[src/rtl/rh_sd_pkg.sv]
// Shared definitions for the RPxx drive requesters and the SD round-robin arbiter.
package rh_sd_pkg;

  localparam int unsigned SECT_W = 32;
  localparam int unsigned REQ_W  = 8;

  typedef enum logic [1:0] {
    sdopREAD  = 2'd0,
    sdopWRITE = 2'd1,
    sdopWRCHK = 2'd2,
    sdopRSVD  = 2'd3
  } sd_op_e;

  typedef enum logic [1:0] {
    ST_IDLE,
    ST_REQ,
    ST_BUSY,
    ST_RELEASE
  } sd_state_e;

endpackage

[src/rtl/rp_sd_timeout.sv]
// Loadable watchdog counter for one SD transfer; expire flags the transfer as overdue.
module rp_sd_timeout #(
  parameter int unsigned TIMEOUT = 1000000
) (
  input  logic clk,
  input  logic rst,
  input  logic clear,
  input  logic enable,
  output logic expire
);

  localparam int unsigned W = (TIMEOUT > 2) ? $clog2(TIMEOUT) : 1;
  // Fires one count early: the requester registers done, so it lands on the TIMEOUT-1 edge.
  localparam logic [W-1:0] LAST = W'(TIMEOUT - 2);

  logic [W-1:0] count;

  always_ff @(posedge clk or posedge rst) begin
    if (rst)
      count <= '0;
    else if (clear)
      count <= '0;
    else if (enable)
      count <= count + 1'b1;
  end

  assign expire = enable && (count == LAST);

endmodule

[src/rtl/rp_sd_requester.sv]
// Drive-side requester: latches a disk command, arbitrates for the shared SD
// controller, issues one start pulse and reports busy/done/err to the drive.
module rp_sd_requester
  import rh_sd_pkg::*;
#(
  parameter int unsigned TIMEOUT = 1000000
) (
  input  logic              clk,
  input  logic              rst,
  input  logic              clr,
  input  logic              cmdGO,
  input  logic [1:0]        cmdFUN,
  input  logic [SECT_W-1:0] cmdSECT,
  output logic              sdREQ,
  input  logic              sdACK,
  output logic              sdSTART,
  output logic [1:0]        sdOP,
  output logic [SECT_W-1:0] sdSECT,
  input  logic              sdDONE,
  input  logic              sdERR,
  output logic              busy,
  output logic              done,
  output logic              err,
  output logic              rjt
);

  sd_state_e state;
  logic      grant;
  logic      in_busy;
  logic      tmo_expire;
  logic      finish;
  logic      fault;

  // A grant only counts once sdREQ was raised while sdACK was low.
  assign grant   = (state == ST_REQ) && sdREQ && sdACK;
  assign in_busy = (state == ST_BUSY);
  assign finish  = sdDONE || tmo_expire || !sdACK;
  assign fault   = (sdDONE && sdERR) || (!sdDONE && tmo_expire) || !sdACK;

  rp_sd_timeout #(.TIMEOUT(TIMEOUT)) u_timeout (
    .clk    (clk),
    .rst    (rst),
    .clear  (grant),
    .enable (in_busy),
    .expire (tmo_expire)
  );

  always_ff @(posedge clk or posedge rst) begin
    if (rst) begin
      state   <= ST_IDLE;
      sdREQ   <= 1'b0;
      sdSTART <= 1'b0;
      sdOP    <= '0;
      sdSECT  <= '0;
      busy    <= 1'b0;
      done    <= 1'b0;
      err     <= 1'b0;
      rjt     <= 1'b0;
    end else begin
      sdSTART <= 1'b0;
      done    <= 1'b0;
      rjt     <= 1'b0;
      if (cmdGO && busy)
        rjt <= 1'b1;
      case (state)
        ST_IDLE: begin
          if (clr) begin
            err <= 1'b0;
          end else if (cmdGO) begin
            if (cmdFUN == sdopRSVD) begin
              rjt <= 1'b1;
              err <= 1'b1;
            end else begin
              sdOP   <= cmdFUN;
              sdSECT <= cmdSECT;
              // Hold the request off while a stale grant is still up.
              sdREQ  <= !sdACK;
              busy   <= 1'b1;
              state  <= ST_REQ;
            end
          end
        end
        ST_REQ: begin
          if (grant) begin
            sdSTART <= 1'b1;
            state   <= ST_BUSY;
          end else if (clr) begin
            sdREQ <= 1'b0;
            busy  <= 1'b0;
            err   <= 1'b0;
            state <= ST_IDLE;
          end else if (!sdACK) begin
            sdREQ <= 1'b1;
          end
        end
        ST_BUSY: begin
          if (finish) begin
            sdREQ <= 1'b0;
            done  <= 1'b1;
            if (fault)
              err <= 1'b1;
            state <= ST_RELEASE;
          end
        end
        ST_RELEASE: begin
          if (!sdACK) begin
            busy  <= 1'b0;
            state <= ST_IDLE;
          end
        end
        default: state <= ST_IDLE;
      endcase
    end
  end

endmodule

[config.mk]
export PLATFORM = sky130hd
export DESIGN_NAME = rp_sd_requester
export DESIGN_NICKNAME = d
export VERILOG_FILES = /design/src/rtl/rh_sd_pkg.sv /design/src/rtl/rp_sd_timeout.sv /design/src/rtl/rp_sd_requester.sv
export SDC_FILE = /design/constraint.sdc
export NUM_CORES = 1
export LEC_CHECK = 0
export BUFFER_PORTS_ARGS = -buffer_cell sky130_fd_sc_hd__buf_2
export CORE_MARGIN = 1.5
export CORE_UTILIZATION = 35
export DETAILED_ROUTE_END_ITERATION = 12
export PLACE_DENSITY = 0.68
export SLEW_MARGIN = 20
export SYNTH_ARGS = -nofsm -noshare
export SYNTH_HDL_FRONTEND = slang
export SYNTH_SLANG_ARGS = --single-unit
export TNS_END_PERCENT = 30
[constraint.sdc]
create_clock -name clk -period 2.7 [get_ports clk]
set_clock_uncertainty 0.15 [all_clocks]
set_input_delay 0.135 -clock clk [delete_from_list [all_inputs] [get_ports clk]]
set_output_delay 0.135 -clock clk [all_outputs]
set_load 0.02 [all_outputs]
==> results by group <==
Synth
  • Post-synthesis adder-cell area fraction: 0.03549
  • Gate Count Post-Synth: 231
  • Ys async rst share: 1.000
  • Syn Std Cell Area: roughly 0.0028 mm²
  • Simple-Gate Fraction of Synth Area: 0.1455
  • EDFF count, synth: 0
  • Warnings from Yosys: 0
  • Avg Inst Size Synth: 12.21 µm²
  • Top cells by area, synth: dfrtp_1, mux2_2, ha_1, xnor2_1, nor2_1
  • Synth unique cells: 38
  • Mapped Nets: 280
  • Largest area contributor in the netlist: dfrtp_1
  • Seq/Total Area, Yosys: 0.5501
  • Dominant synthesized flop cell: dfrtp_1
  • Yosys top cell area share: 0.5501
  • Yosys reg bits: slightly above 60
  • Synth Area in Compound Gates: 0.05324
  • Multiplexer area fraction after synthesis: 0.1437
  • Xor/xnor share of the synthesized area: 0.05280
  • Main combinational cell family by area after synthesis: simple AND/OR/NAND/NOR gates

Setup path
  • Setup crit end kind: flop
  • Critical path fanouts, max: 13
  • R2R Setup Slk: 0.36 ns
  • Crit path buffers/inverters: 1
  • Setup crit start: state[0]
  • Worst Path Arrival: 2.41 ns
  • Startpoint types: flop
  • Largest stage delay, worst path: 0.46 ns
  • R2R Path Start: state[0]
  • Slowest cell on crit path: ha_1
  • WP depth: 7
  • Worst Reg-to-Reg Cells: 7
  • Worst Setup EP: err
  • Worst-path cell chain: inv_1 > ha_1 > nand2_1 > nor2_1 > a31oi_4 > nor4_4 > mux2_1
  • Worst path top cell family by delay: simple AND/OR/NAND/NOR gates
  • Worst endpoint required time: 2.77 ns
  • Worst Setup Path Type: flop to flop
  • R2R Path End: err

Place
  • Port Buffers: 80
  • Pre-CTS WS: 0.3839 ns
  • Post-DP HPWL: 4264 µm
  • Dpl cell area: between 0.003 and 0.004 mm²
  • Gpl congestion: 0.7569

Global route
  • Initial antenna violation count: 0
  • Global-route wire length before repair: 10490 µm
  • GRT overflow: 0
  • All-layer global routing usage: 0.1583
  • Vias in the first global route: 2249
  • Largest net degree at the start of global routing: 37

Floorplan
  • Initial Util: 0.3631
  • Core box area: between 0.007 and 0.008 mm²
  • Cell Rows: 32
  • Die Wd: 92.77 µm
  • Die height: 92.77 µm
  • Die Area: 0.008605 mm²
  • I/O pin total: between 80 and 90

Drt
  • Initial DRC Count: 94
  • Final ANT Viol Nets: 0
  • Post-DR wirelength/cell: 13.90 µm
  • Router iterations before antenna repair: 4
  • DRC: 0
  • Vias: 2206
  • DR vias/cell: 4.775
  • Final WL: 6421 µm

Final layout
  • Final core occ: 0.5060
  • Fillers: between 600 and 700
  • Design area: 0.003930 mm²
  • Area Overhead vs Synth: 39.35%
  • # nets final: 404
  • ANT cells: 0
  • Register area: 0.001551 mm²
  • Fraction of layout cells with a size suffix above 1: 0.3972
  • Footprint of the multi-input gates: around 0.0012 mm²

CTS
  • Post-CTS Setup Repair Bufs: 0
  • CTS tree: built
  • CTS Root Cell: clkbuf_8
  • Clock tree buffer depth: 2
  • TritonCTS Buffers: 9
  • CTS clk-pin slew, worst paths: 0.06 ns
  • Worst-Skew Late Latency: 0.34 ns
  • H-tree depth: 3
  • Clock sinks: 62

Outcome
  • Outcome: completed

Timing
  • Least-Margin Pin Slew: approximately 0.73 ns
  • RSZ-0062 raised after global routing: no
  • Period utilization: 0.8656
  • Fin. max-slew vios: 0
  • Sum Neg Setup Slack: 0 ns
  • Max Freq: 0.4279 GHz
  • Setup ws final: 0.3629 ns
  • Slew HR: 0.5137
  • Number of setup violations in the final report: 0
  • Tmin final: 2.337 ns
  • Final Hold Fails: 0
  • Hold WS: 0.08723 ns

Power
  • Power density over cell area: 1022 mW/mm²
  • Max VDD drop: 346.1 µV
  • LEAKAGE: 1.842 nW

Job
  • Max-cap violations: 0

Worst hold path
  • Hold Path Class: input pin to flop
==> worst register-to-register path, delay by kind of cell (launching register included) <==
family	cells	cell delay, ns
muxes	1	0.34
DFF	1	0.42
adders and majority gates	1	0.46
AOI/OAI and AO/OA	1	0.15
buffers and inverters	1	0.15
and+or+nand+nor	3	0.54
==> layout by cell type, fill, tap and decap left out, types with 3 or more instances in the layout <==
cell and n:
buf_4 4, nor2_1 22, nor3_1 7, ha_1 8
dlygate4sd3_1 36, o21ai_0 6, inv_1 5, nand4_1 3
dfrtp_1 62, nand3_1 6, xor2_1 7, nand2_1 13
mux2_2 35, xnor2_1 10, a21oi_1 5, buf_2 80
nor4_1 4, clkbuf_8 10
==> registers in the layout (all words and copies together) (netlist names), named ones only <==
register and flops:
busy 1, done 1, err 1, rjt 1
sdOP 2, sdREQ 1, sdSECT 32, sdSTART 1
state 1, u_timeout.count 20
==> power by group <==
group | internal, mW | switching [mW] | total [mW]
clock | 0.541 | 0.361 | 0.902
combinational | 0.670 | 0.873 | 1.54
sequential | 1.31 | 0.255 | 1.57
total | 2.53 | 1.49 | 4.01
==> metrics by stage <==
step / total power [mW] / instances
floorplan: 2.566 / 231
global placement: 3.019 / 410
detailed placement: 3.065 / 410
CTS: 4.022 / 462
global route: 4.267 / 462
finish: 4.015 / 462
==> kinds of logic (layout without fill, tap and decap cells) <==
group / Yosys count / count (layout)
AO/OA/AOI/OAI: 21 / 21
XOR/XNOR: 17 / 17
adder cells (fa/ha/maj): 8 / 8
buffers and inverters: 13 / 142
flip-flops: 62 / 62
multiplexers: 36 / 36
AND/OR/NAND/NOR: 74 / 74
==> Yosys cell counts, drive strengths merged, types with 6 or more instances <==
cell   count
nand3      8
mux2      36
ha         8
nor2      22
nand2     13
o21ai      6
inv        6
dfrtp     62
xnor2     10
nor3       7
xor2       7
==> layout make-up <==
cell class	instances	area share
Sequential cell	62	0.3948
Multi-Input combinational cell	156	0.3091
Timing Repair Buffer	120	0.2012
Clock buffer	10	0.03502
Tap cell	102	0.03247
Clock inverter	6	0.02165
Inverter	6	0.005731
==> metal layers <==
metal	share of wire	up-vias	global-route usage
met4	0.027	0	0.08712
met3	0.042	17	0.04187
li1	-	1061	-
met5	0	-	0
met2	0.51	55	0.2603
met1	0.42	1073	0.1871
==> worst min path at each step <==
stage                      from       to  cells after the start  slack (ns)
after CTS                 sdACK    sdREQ                      4        0.05
after detailed placement    rst  sdSTART                      2        0.16
after global routing      sdACK    sdREQ                      4        0.10
after global placement      rst  sdSTART                      2        0.15
after floorplan           cmdGO      rjt                      1        0.11
final                     sdACK    sdREQ                      4        0.09
==> what timing repair did <==
item | 4_1_cts | 5_1_grt
gates resized for setup | 0 | 0
setup endpoints to repair | 0 | 0
hold buffers | 36 | 0
hold endpoints to repair | 69 | 0
Note: power is estimated with default switching activity, not from simulation.
